$ cat config.mk
export PLATFORM = sky130hd
export DESIGN_NAME = ebpf_regfile_sb
export DESIGN_NICKNAME = d
export VERILOG_FILES = /design/src/rtl/ebpf_regfile_sb.sv
export SDC_FILE = /design/constraint.sdc
export NUM_CORES = 2
export LEC_CHECK = 0
export CAP_MARGIN = 20
export CORE_ASPECT_RATIO = 0.8
export CORE_UTILIZATION = 28
export CTS_BUF_LIST = sky130_fd_sc_hd__clkbuf_8 sky130_fd_sc_hd__clkbuf_16
export DETAILED_ROUTE_END_ITERATION = 12
export PLACE_DENSITY_LB_ADDON = 0.12
export REMOVE_ABC_BUFFERS = 1
export SETUP_SLACK_MARGIN = 0.2
export SLEW_MARGIN = 0
export SYNTH_ARGS = -nofsm -noshare
export SYNTH_HDL_FRONTEND = slang
export SYNTH_SLANG_ARGS = --single-unit
export TNS_END_PERCENT = 1
$ cat constraint.sdc
create_clock -name clk -period 61.7 [get_ports clk]
set_input_delay 12.34 -clock clk [delete_from_list [all_inputs] [get_ports clk]]
set_output_delay 12.34 -clock clk [all_outputs]
set_load 0.05 [all_outputs]
$ cat src/rtl/ebpf_regfile_sb.sv
// eBPF register file: NUM_RD combinational read ports with write bypass, ALU and
// load-return write ports, a per-register load scoreboard and a registered exception code.

module ebpf_regfile_rdport #(
  parameter int DATA_W   = 64,
  parameter int NUM_REGS = 11,
  parameter int IDX_W    = 4
) (
  input  logic [IDX_W-1:0]                 idx,
  input  logic [NUM_REGS-1:0][DATA_W-1:0]  regs,
  input  logic [NUM_REGS-1:0]              pending,
  input  logic                             wb_acc,
  input  logic [IDX_W-1:0]                 wb_idx,
  input  logic [DATA_W-1:0]                wb_data,
  input  logic                             wa_acc,
  input  logic [IDX_W-1:0]                 wa_idx,
  input  logic [DATA_W-1:0]                wa_val,
  output logic [DATA_W-1:0]                data,
  output logic                             hazard,
  output logic                             invalid
);
  always_comb begin
    data    = '0;
    hazard  = 1'b0;
    invalid = 1'b0;
    if (int'(idx) >= NUM_REGS) begin
      invalid = 1'b1;
    end else begin
      // a load returning this cycle both supplies the data and clears the hazard
      hazard = pending[idx] && !(wb_acc && wb_idx == idx);
      if (wb_acc && wb_idx == idx)      data = wb_data;
      else if (wa_acc && wa_idx == idx) data = wa_val;
      else                              data = regs[idx];
    end
  end
endmodule

module ebpf_regfile_sb #(
  parameter int DATA_W   = 64,
  parameter int NUM_REGS = 11,
  parameter int RO_REGS  = 1,
  parameter int NUM_RD   = 2,
  parameter int IDX_W    = 4
) (
  input  logic                       clk,
  input  logic                       reset,
  input  logic                       sp_load,
  input  logic [DATA_W-1:0]          sp_init,
  input  logic [NUM_RD*IDX_W-1:0]    rd_idx,
  output logic [NUM_RD*DATA_W-1:0]   rd_data,
  output logic [NUM_RD-1:0]          rd_hazard,
  input  logic                       wa_en,
  input  logic [IDX_W-1:0]           wa_idx,
  input  logic [DATA_W-1:0]          wa_data,
  input  logic                       wa_alu32,
  input  logic                       ld_issue,
  input  logic [IDX_W-1:0]           ld_idx,
  input  logic                       wb_en,
  input  logic [IDX_W-1:0]           wb_idx,
  input  logic [DATA_W-1:0]          wb_data,
  output logic [NUM_REGS-1:0]        pending,
  output logic [1:0]                 exc
);
  localparam int WR_N = NUM_REGS - RO_REGS;
  localparam logic [1:0] EXC_NONE = 2'd0, EXC_INV_DST = 2'd1,
                         EXC_INV_SRC = 2'd2, EXC_PEND_DST = 2'd3;

  logic [NUM_REGS-1:0][DATA_W-1:0] regs;
  logic [NUM_REGS-1:0]             pend_q;
  logic [DATA_W-1:0]               lo32_mask, wa_val;
  logic                            wa_wr, ld_wr, wb_wr;
  logic                            wa_pend, ld_pend, wb_pend;
  logic                            wa_acc, ld_acc, wb_acc, wb_ld_same;
  logic                            inv_dst, inv_src, pend_dst;
  logic [NUM_RD-1:0]               rd_inv;

  function automatic logic pend_of(input logic [NUM_REGS-1:0] p, input logic [IDX_W-1:0] i);
    return (int'(i) < NUM_REGS) ? p[i] : 1'b0;
  endfunction

  assign pending = pend_q;

  always_comb begin
    lo32_mask = '0;
    for (int b = 0; b < DATA_W; b++) lo32_mask[b] = (b < 32);
  end

  assign wa_val = wa_alu32 ? (wa_data & lo32_mask) : wa_data;

  assign wa_wr   = int'(wa_idx) < WR_N;
  assign ld_wr   = int'(ld_idx) < WR_N;
  assign wb_wr   = int'(wb_idx) < WR_N;
  assign wa_pend = pend_of(pend_q, wa_idx);
  assign ld_pend = pend_of(pend_q, ld_idx);
  assign wb_pend = pend_of(pend_q, wb_idx);

  assign wb_acc     = wb_en && wb_wr && wb_pend;
  assign wa_acc     = wa_en && wa_wr && !wa_pend;
  assign wb_ld_same = wb_acc && (wb_idx == ld_idx);
  // a load issued to a register whose previous load returns this cycle re-arms it
  assign ld_acc     = ld_issue && ld_wr && (!ld_pend || wb_ld_same);

  assign inv_dst  = (wa_en && !wa_wr) || (ld_issue && !ld_wr) || (wb_en && !wb_acc);
  assign inv_src  = |rd_inv;
  assign pend_dst = (wa_en && wa_wr && wa_pend) || (ld_issue && ld_wr && ld_pend && !wb_ld_same);

  for (genvar g = 0; g < NUM_RD; g++) begin : g_rd
    ebpf_regfile_rdport #(.DATA_W(DATA_W), .NUM_REGS(NUM_REGS), .IDX_W(IDX_W)) u_rd (
      .idx     (rd_idx[g*IDX_W +: IDX_W]),
      .regs    (regs),
      .pending (pend_q),
      .wb_acc  (wb_acc),
      .wb_idx  (wb_idx),
      .wb_data (wb_data),
      .wa_acc  (wa_acc),
      .wa_idx  (wa_idx),
      .wa_val  (wa_val),
      .data    (rd_data[g*DATA_W +: DATA_W]),
      .hazard  (rd_hazard[g]),
      .invalid (rd_inv[g])
    );
  end

  always_ff @(posedge clk or posedge reset) begin
    if (reset) begin
      regs   <= '0;
      pend_q <= '0;
      exc    <= EXC_NONE;
    end else begin
      for (int r = 0; r < NUM_REGS; r++) begin
        if (sp_load && r == NUM_REGS-1)          regs[r] <= sp_init;
        else if (wb_acc && int'(wb_idx) == r)    regs[r] <= wb_data;
        else if (wa_acc && int'(wa_idx) == r)    regs[r] <= wa_val;
        pend_q[r] <= (pend_q[r] && !(wb_acc && int'(wb_idx) == r)) ||
                     (ld_acc && int'(ld_idx) == r);
      end
      if (inv_dst)       exc <= EXC_INV_DST;
      else if (inv_src)  exc <= EXC_INV_SRC;
      else if (pend_dst) exc <= EXC_PEND_DST;
      else               exc <= EXC_NONE;
    end
  end
endmodule

==> flow_summary.yaml <==
status:
  status: "completed"
run:
  maxCapViolCount: 0
clock_network:
  clock_path_buffers: 3
  clk_latency_ps: 750
  post-cts-setup-buffer-count: 0
  cts_max_level: 3
  numCtsBuffers: 91
  cts.clk_slew.worst_paths_ps: 50
  hold_buffers: 0
  cts_tree: "done"
  cts-root-buf: "clkbuf_16"
  cts_sinks: 717
  ctsResizeCount: 0
critical_path:
  r2r_cells: 7
  worstSetupPathType: "input port to output port"
  crit_fanout: 121
  worstPathArrival_ps: 18150
  required_ps: 49360
  cp-start-kind: "input port"
  end_kind: "output port"
sta:
  setup_viol: 0
  relSlewSlack: 0.1840
  worst_slew_pin_slew_ps: 1224
  clock.fmax_mhz: 32.80
  finalHoldViolCount: 0
  skew_ps: 35.51
  period_share: 0.4942
  layout_min_cycle_time_ps: 30490
  hold_ws_ps: 533.7
  rsz0062_at_grt: "false"
  tns_ps: 0
  slew_violations: 0
finish:
  post-route-util: 0.3282
  drive_gt1_frac: 0.1441
  fin_nets: 5362
  layout.cells.non_filler: 7512
  fillers: 17640
  syn2layout_area_growth_pct: 16.49
grt:
  grt_antenna_before_repair: 7
  grt_pass1_vias: 48400
  grt_util_all_layers: 0.3059
  grt_max_degree: 147
  grt-ovfl-total: 0
  grt_pass1_wl_um: 392500
routing:
  ant_nets: 0
  vias_per_cell: 6.613
  drt_iter0_drc: 6219
  post_drt_wl_per_cell_um: 36.98
  drc_errors: 0
  drt_pass1_iterations: 6
  vias: 49680
  wl_um: 277800
yosys:
  synth_cell_types: 59
  yosys.area.top_type: "dfrtp_1"
  yosys_warnings: 0
  synthesis.area_um2: 49110
  avgSynthCellArea_um2: 9.289
  synth-seq-cells: 717
  synth_top_family_by_area: "compound AO/OA/AOI/OAI gates"
  synth_top_area_frac: 0.3653
  synth-compound-area-share: 0.2761
  synth_commonest_cells: "dfrtp_1, o211ai_1, clkbuf_1"
  post-synth-top-count-cell: "dfrtp_1"
  synthMuxAreaShare: 0.1722
  synthAdderAreaFrac: 0
  synth_cells: 5287
  synthSimpleGateAreaFrac: 0.1186
  synth.area.top_cells: "dfrtp_1, mux4_2, o211ai_1"
  async_reset_ff_frac: 1.000
  synth-edff-count: 0
  synth_ff_type: "dfrtp_1"
  synth-xor-area-share: 0.003567
  ys_seq_area_frac: 0.3653
placement:
  dp_hpwl_um: 155400
  place.gp.congestion: 0.8316
  dp.cells: 7342
  port_buffers: 361
die:
  core_region_area_um2: 174300
  die_w_um: 470.2
  rows: 137
  start_util: 0.2817
  die-area_um2: 177100
  io_pins: 362
  die_h_um: 376.6
power_and_ir_drop:
  vdd_drop_max_mv: 0.02036
  power_leakage_nw: 20.01
  total_power_mw: 2.136
  power.density_nw_per_um2: 37.34
min_path:
  hold_class: "flip-flop to flip-flop"
  holdPathStages: 1
logic make-up after synthesis:
logic type | after synthesis
XOR/XNOR | 20
AND/OR/NAND/NOR | 1284
buffers and inverters | 774
flip-flops | 717
AO/OA/AOI/OAI | 1991
multiplexers | 501
routing by layer:
metal	GRT usage	vias up	wire length, µm
met1	0.4363	26010	121500
met2	0.4495	2968	119800
li1	-	20220	-
met4	0.09403	6	8556
met5	0	-	40
met3	0.07752	468	27940
power breakdown:
part           internal (mW)  switching [mW]
Combinational          0.346           0.432
Sequential             0.638           0.138
Clock                  0.336           0.247
Total                   1.32           0.817
path summary, 6_finish.rpt:
check                      startpoint           to  slack [ps]
setup / recovery            wa_idx[2]  rd_data[95]       31210
hold / removal              regs[693]    regs[693]         530
setup reg to reg           pending[4]    regs[203]       56570
hold reg to reg             regs[693]    regs[693]         530
max in group asynchronous       reset    regs[366]       45740
min in group asynchronous       reset    regs[519]       12100
registers in the layout (all words and copies together) (netlist names):
signal   flops
exc          2
pending     11
regs       704
placed cells by master, fill, tap and decap left out, types with 30 or more instances in the layout:
cell type	synthesis	routed
dfrtp_1	717	717
nor3_1	68	68
nor2_1	355	349
buf_4	13	132
o31ai_1	36	36
o21ai_0	400	400
a21oi_1	130	130
inv_1	40	56
clkdlybuf4s50_1	0	351
mux2i_1	107	107
clkbuf_16	0	93
nand2_1	416	404
nand3_1	205	196
nand4_1	123	123
o22ai_1	37	37
o32ai_1	51	51
nor2b_1	45	38
a22oi_1	114	114
a31oi_1	303	303
o2bb2ai_1	52	52
a2bb2oi_1	63	63
mux4_2	262	262
mux2_2	131	131
nand2b_1	36	35
o211ai_1	693	693
clkbuf_8	0	30
critical path, stage by stage:
cell and delay, ps:
clkdlybuf4s50_1 820, nor2b_4 240, buf_4 640, nand2_1 270, nand4_4 520, buf_4 730
buf_12 540, buf_4 580, o21ai_0 240, a31oi_1 240, clkdlybuf4s50_1 840
layout make-up:
type / instances / area (µm²) / area share
diodes: 1 / 2.502 / 0.00004374
clock buffers: 123 / 2740 / 0.04790
clock inverters: 45 / 439.2 / 0.007676
inverters: 40 / 158.9 / 0.002778
multi-input cells: 3796 / 28350 / 0.4956
flip-flops and latches: 717 / 17940 / 0.3136
well taps: 2293 / 2869 / 0.05015
repair buffers: 497 / 4705 / 0.08223
through the flow:
step	worst slack (ps)	instance area, µm²
after global routing	31000	57210
after detailed placement	31320	54010
after global placement	31400	54010
final	31210	57210
after floorplan	23630	46110
after CTS	31330	57190
(Power assumes the default switching activity.)
